==> src/rtl/mux_scan_sequencer.sv <==
// mux_scan_sequencer: steps a 4:1 mux select through channels 0..3, samples each after SETTLE cycles, and hands the 4-bit frame out on valid/ready.
// Optional macro SCAN_PARITY_EN adds a registered frame_par output holding the XOR of the completed frame.
module mux_scan_sequencer #(
    parameter int SETTLE     = 1,
    parameter bit CONTINUOUS = 1'b0
) (
    input  logic       clk,
    input  logic       rst,
    input  logic       start,
    output logic [1:0] sel,
    input  logic       mux_out,
    output logic       busy,
    output logic [3:0] frame,
    output logic       frame_valid,
    input  logic       frame_ready,
    output logic [7:0] frame_cnt
`ifdef SCAN_PARITY_EN
    ,
    output logic       frame_par
`endif
);
    localparam int CW = SETTLE > 1 ? $clog2(SETTLE) : 1;
    localparam logic [CW-1:0] LAST = CW'(SETTLE - 1);

    typedef enum logic [1:0] {IDLE, SCAN, HOLD} state_t;
    state_t        state;
    logic [CW-1:0] cnt;

    always_ff @(posedge clk or posedge rst) begin
        if (rst) begin
            state       <= IDLE;
            sel         <= '0;
            cnt         <= '0;
            busy        <= 1'b0;
            frame       <= '0;
            frame_valid <= 1'b0;
            frame_cnt   <= '0;
`ifdef SCAN_PARITY_EN
            frame_par   <= 1'b0;
`endif
        end else begin
            case (state)
                IDLE: if (start) begin
                    state <= SCAN;
                    busy  <= 1'b1;
                    sel   <= '0;
                    cnt   <= '0;
                end
                SCAN: if (cnt == LAST) begin
                    frame[sel] <= mux_out;
                    cnt        <= '0;
                    if (sel == 2'd3) begin
                        state       <= HOLD;
                        busy        <= 1'b0;
                        frame_valid <= 1'b1;
                        sel         <= '0;
`ifdef SCAN_PARITY_EN
                        // the last bit is still in flight, so fold it in directly
                        frame_par   <= ^{mux_out, frame[2:0]};
`endif
                    end else begin
                        sel <= sel + 2'd1;
                    end
                end else begin
                    cnt <= cnt + 1'b1;
                end
                HOLD: if (frame_ready) begin
                    frame_valid <= 1'b0;
                    frame_cnt   <= frame_cnt + 8'd1;
                    state       <= CONTINUOUS ? SCAN : IDLE;
                    busy        <= CONTINUOUS;
                    sel         <= '0;
                    cnt         <= '0;
                end
                default: state <= IDLE;
            endcase
        end
    end
endmodule

==> config.mk <==
export PLATFORM = sky130hd
export DESIGN_NAME = mux_scan_sequencer
export DESIGN_NICKNAME = d
export VERILOG_FILES = /design/src/rtl/mux_scan_sequencer.sv
export SDC_FILE = /design/constraint.sdc
export NUM_CORES = 1
export LEC_CHECK = 0
export BUFFER_PORTS_ARGS = -buffer_cell sky130_fd_sc_hd__buf_2
export CELL_PAD_IN_SITES_DETAIL_PLACEMENT = 0
export CELL_PAD_IN_SITES_GLOBAL_PLACEMENT = 1
export CORE_ASPECT_RATIO = 1.5
export CORE_MARGIN = 3
export CORE_UTILIZATION = 30
export DETAILED_ROUTE_END_ITERATION = 10
export PLACE_DENSITY = 0.62
export RECOVER_POWER = 50
export SLEW_MARGIN = 20
export SYNTH_ARGS = -nofsm -noshare
export SYNTH_HDL_FRONTEND = slang
export SYNTH_SLANG_ARGS = --single-unit
==> constraint.sdc <==
create_clock -name clk -period 2.2 [get_ports clk]
set_input_delay 0.22 -clock clk [delete_from_list [all_inputs] [get_ports clk]]
set_output_delay 0.22 -clock clk [all_outputs]
set_load 0.02 [all_outputs]
## After elaboration in Yosys (flattened, before gate mapping)

Cells that the tools add are included.

| cells by class | value |
|---|---|
| add/subtract/negate cells | 3 |
| magnitude comparators | 2 |
| equality and inequality tests | 7 |
| muxes and demuxes | 23 |
| bitwise logic cells | 1 |
| reduce and logical (&&, ||, !) cells | 11 |

Operator list:

| operator | number |
|---|---|
| 2-bit two-way mux | 7 |
| 2-bit one-hot mux with 3 select lines | 2 |
| 4-bit AND reduction | 3 |
| 1-bit two-way mux | 9 |
| 8-bit by 1-bit adder with 8-bit output, second input constant | 1 |
| 2-bit inequality test, second input constant | 4 |
| 1-bit one-hot mux with 3 select lines | 2 |
| 5-bit AND reduction | 1 |
| 4-bit bitwise mux | 1 |
| 2-bit equality test, second input constant | 2 |
| 2-bit AND reduction | 2 |
| 2-bit by 3-bit < comparator with 1-bit output, second input constant | 1 |
| 3-bit AND reduction | 1 |
| 3-bit nonzero test | 1 |
| 2-bit by 1-bit adder with 2-bit output, second input constant | 1 |
| 1-bit demux with 2-bit select | 1 |
| 2-bit by 1-bit equality test with 1-bit output, second input constant | 1 |
| 2-bit by 1-bit greater-or-equal comparator with 1-bit output, second input constant | 1 |
| 2-bit zero test | 1 |
| 1-bit one-hot mux with 2 select lines | 1 |
| 2-bit nonzero test | 1 |
| 1-bit adder, second input constant | 1 |
| 1-bit logical AND | 1 |
| 1-bit inverter | 1 |

| word-level totals | value |
|---|---|
| flip-flop bits (word level) | 19 |
| input bits | 5 |
| output and inout port bits | 16 |
| word-level logic and storage cells | 54 |

## Depth between registers and ports, before layout

| logic depth | value |
|---|---|
| depth in word-level cells | 5 |
| depth in mapped cells | 5 |
| depth with buffers taken out | 5 |

## Worst setup path before layout

No wires, ideal clock.

| timing path | value |
|---|---|
| path type | register to register |
| start | reg sel[0] |
| end | reg state[0] |
| setup time | 125 ps |
| arrival time | 1356 ps |
| data required time | 2075 ps |
| path slack | 719 ps |
| stages on the path, launching flop included | 5 |
| path buffers | 0 |
| period minus slack after synthesis | 1481 ps |
| path through | dfrtp_1 ha_1 and2b_1 nor3_2 mux2_4 |

| on the way | value |
|---|---|
| cells in the longest elaborated chain, start to end | 3 |

RTL lines:

| element | line | RTL |
|---|---|---|
| start, declared | 10 | `output logic [1:0] sel,` |
| start signal, assigned | 62 | `sel <= sel + 2'd1;` |
| 2-bit equality test | 52 | `if (sel == 2'd3) begin` |
| 2-bit inequality test (no source line) | -- |  |
| 4-bit AND reduction (no source line) | -- |  |
| end signal, assigned | 70 | `state <= CONTINUOUS ? SCAN : IDLE;` |
| end, declared | 26 | `state_t state;` |

Every way passes these cells.
A chain may end at the register's enable or synchronous reset.

## Worst setup path after layout

| timing path | value |
|---|---|
| start | reg state[0] |
| end | reg sel[0] |

| on the way | value |
|---|---|
| cells in the longest elaborated chain, start to end | 3 |
| elaborated cells on any way between the ends | 9 |
| those cells by class | 5 x eq/ne; 1 x mux; 3 x reduce/logical |

RTL lines:

| element | line | RTL |
|---|---|---|
| 2-bit by 1-bit equality test with 1-bit output (tied with other cells) | 42 | `case (state)` |
| 2-bit inequality test (no source line) or 3-bit nonzero test (tied branches) | -- |  |
| 4-bit AND reduction (no source line) | -- |  |

Several ways; a longest one is shown, not always the timed one.

==> summary.txt <==
GRT
  • Initial antenna violation count: 0
  • GRT Total Usage: 0.101
  • Largest net degree at the start of global routing: 19
  • Total gr overflow: 0
  • First-pass GRT wire length: 2910 um
  • Vias in the first global route: about 680

Pwr
  • Peak VDD IR: between 500 and 600 uV
  • Clock share of power: 0.187
  • Switching part of the total: 0.387
  • P_int: approximately 0.88 mW
  • Logic gate share of total power: 0.446
  • Net Switching: 0.554 mW
  • Power Dens Cells: 1250 nW/um^2
  • Power Total: 1.43 mW
  • Sequential fraction of design power: 0.367
  • LEAKAGE: 0.553 nW

Synthesis
  • Synthesized area per cell: approximately 12 sq um
  • Top cells by area, synth: dfrtp_1 (47%), ha_1 (13%), xnor2_1 (6.4%)
  • Dominant synthesized flop cell: dfrtp_1
  • Sequential area share after synthesis: 0.473
  • Most common library cells after synthesis: dfrtp_1 (18), ha_1 (10), nand2_1 (8), xnor2_1 (7), inv_1 (6)
  • Share of Yosys cell area claimed by the top area cell type: 0.473
  • Synth warn: 0
  • Post-synth cell types: 22
  • Cell count after synthesis: a little under 80
  • Yosys reg bits: 18
  • Largest area contributor in the netlist: dfrtp_1
  • Post-synth ARST share: 1.00
  • Post-synth EDFFs: 0
  • Mapped Nets: 93
  • Synth Cell Area: 952 sq um
  • Top-count cell post-synth: dfrtp_1

Run status
  • Status: completed

CTS
  • Clock Latency Late Sink: 0.25 ns
  • # hold bufs at CTS: 0
  • Clock buffer depth: 2
  • TritonCTS clock tree: yes
  • Clk sinks: 18
  • Htree depth: 1
  • Num CTS Buffers: 3
  • CTS clk-pin slew, worst paths: roughly 0.07 ns
  • Post-CTS Setup Inserts: 0
  • Clk Tree Root Cell: clkbuf_8
  • Post-CTS resize count: 0

STA
  • Setup TNS: 0 ns
  • Pins Over Slew Limit: 0
  • Period utilization: 0.731
  • Fmax: slightly above 0.6 GHz
  • Final Hold Viols: 0
  • Setup WS post-layout: slightly below 0.6 ns
  • Layout Skew: 0.00504 ns
  • Worst-Margin Slew: between 0.6 and 0.7 ns
  • RSZ-0062 raised after global routing: false
  • Min cycle time layout: approximately 1.6 ns
  • Slew margin rel.: 0.537
  • Setup-failing EPs final: 0

Floorplanning
  • Row Count: 24
  • Core region area: 2970 sq um
  • Die Span X: 52 um
  • Die height: between 70 and 80 um
  • IO Count: 21
  • Die area: slightly below 4000 sq um
  • Initial Util: 0.320

Placement
  • Placer Congestion: 0.665
  • Placed Cells: about 140
  • I/O Buffers: 20
  • Hpwl dp: 1400 um
  • Pre-CTS setup slack: between 0.5 and 0.6 ns

Setup path
  • CP arrival: 1.74 ns
  • RR Endpoint: sel[0]$_DFFE_PP0P_
  • Startpoint types: register
  • Critical R2R Launch: state[0]$_DFFE_PP0P_
  • Setup CP Type: reg -> reg
  • Number of cells on the worst reg-to-reg path: 5
  • Crit path required time: 2.34 ns
  • CP Max Fanout: 6
  • Reg-to-reg setup timing slack: roughly 0.59 ns
  • Worst setup EP type: register

Cells and area
  • Non-Filler Instances: 141
  • Filler instances: around 300
  • Share of layout cells above drive strength 1: 0.284
  • Nets: around 120
  • Finished Core Util: 0.386
  • Antenna diode count: 0
  • Area Overhead vs Synth: 20.4%

Min path
  • Worst min path class: in -> async

Drt
  • Average wire per standard cell: 12.4 um
  • Via Count: ~640
  • Vias per cell: between 4 and 5
  • Pre-antenna DRT Iters: 2
  • Drt initial violations: 8
  • Final ANT Viol Nets: 0
  • DRC violations left: 0
  • Detailed Route WL: 1760 um

Flow run
  • Maxcap violations: 0
cell families after synthesis:
family          count (synthesis)  synth area share
flops                          18             0.473
fa+ha+maj                      10             0.131
xor+xnor                        7            0.0644
simple gates                   26             0.176
buf+inv                         6            0.0237
compound gates                  2            0.0197
mux                             9             0.112
stage by stage:
| step | hold slack [ns] | cell area, sq um |
|---|---|---|
| after floorplan | 0.159 | 952 |
| after global placement | 0.377 | 1100 |
| after detailed placement | 0.372 | 1100 |
| after CTS | 0.0970 | 1160 |
| after global routing | 0.134 | 1150 |
| final | 0.0654 | 1150 |
metal layers:
layer	global-route usage	routed length [um]	up-vias	share of wire
li1	-	-	312	-
met1	0.110	726	304	0.41
met2	0.183	907	17	0.52
met3	0.0198	94	4	0.054
met4	0.0525	27	0	0.015
met5	0	0	-	0
layout make-up:
class | instances | area, sq um | area share
clock buffer | 4 | 55.1 | 0.0480
tap | 39 | 48.8 | 0.0426
multi-input combinational | 54 | 479 | 0.418
inverter | 6 | 22.5 | 0.0197
timing repair buffer | 20 | 90.1 | 0.0786
sequential | 18 | 450 | 0.393
state kept, by name, summed over array words and instances, names as in the netlist:
name         cells
state            2
frame_cnt        8
frame            4
sel              2
frame_valid      1
busy             1
how the worst max path moves through the flow:
stage / startpoint / to / depth (start not counted)
after global routing: state[0]$_DFFE_PP0P_ / sel[0]$_DFFE_PP0P_ / 5
after floorplan: sel[0]$_DFFE_PP0P_ / state[0]$_DFFE_PP0P_ / 4
after detailed placement: state[0]$_DFFE_PP0P_ / sel[0]$_DFFE_PP0P_ / 5
after global placement: state[0]$_DFFE_PP0P_ / sel[0]$_DFFE_PP0P_ / 5
after CTS: state[0]$_DFFE_PP0P_ / sel[0]$_DFFE_PP0P_ / 5
final: state[0]$_DFFE_PP0P_ / sel[0]$_DFFE_PP0P_ / 5
power by group through the flow:
| stage | sequential [mW] | clock [mW] | combinational [mW] |
|---|---|---|---|
| 2_1_floorplan | 0.620 | 0 | 0.389 |
| 3_3_place_gp | 0.523 | 0 | 0.653 |
| 3_5_place_dp | 0.530 | 0 | 0.666 |
| 4_1_cts | 0.525 | 0.276 | 0.668 |
| 5_1_grt | 0.542 | 0.287 | 0.706 |
| 6_report | 0.525 | 0.267 | 0.639 |
worst max-delay path, cell delays in order (launching register included):
cell and delay, ns:
dfrtp_1 0.40, inv_1 0.10, ha_1 0.28, nor2b_4 0.17, nor3_2 0.21, mux2_4 0.32
placed cells by master, fill, tap and decap left out:
cell type / n
dfrtp_1: 18
buf_2: 12
ha_1: 10
nand2_1: 8
clkbuf_1: 8
xnor2_1: 7
inv_1: 6
mux2_2: 5
clkbuf_8: 4
nand4_1: 3
nand3_1: 3
nor3_2: 2
mux2i_1: 2
and3_1: 2
mux2_4: 2
nor2b_2: 1
nor2b_4: 1
and2b_1: 1
nor4_2: 1
nor3b_1: 1
o32a_1: 1
and4_4: 1
nand2b_1: 1
nor2_1: 1
o2bb2ai_1: 1
Power figures use the tool's default switching activity.
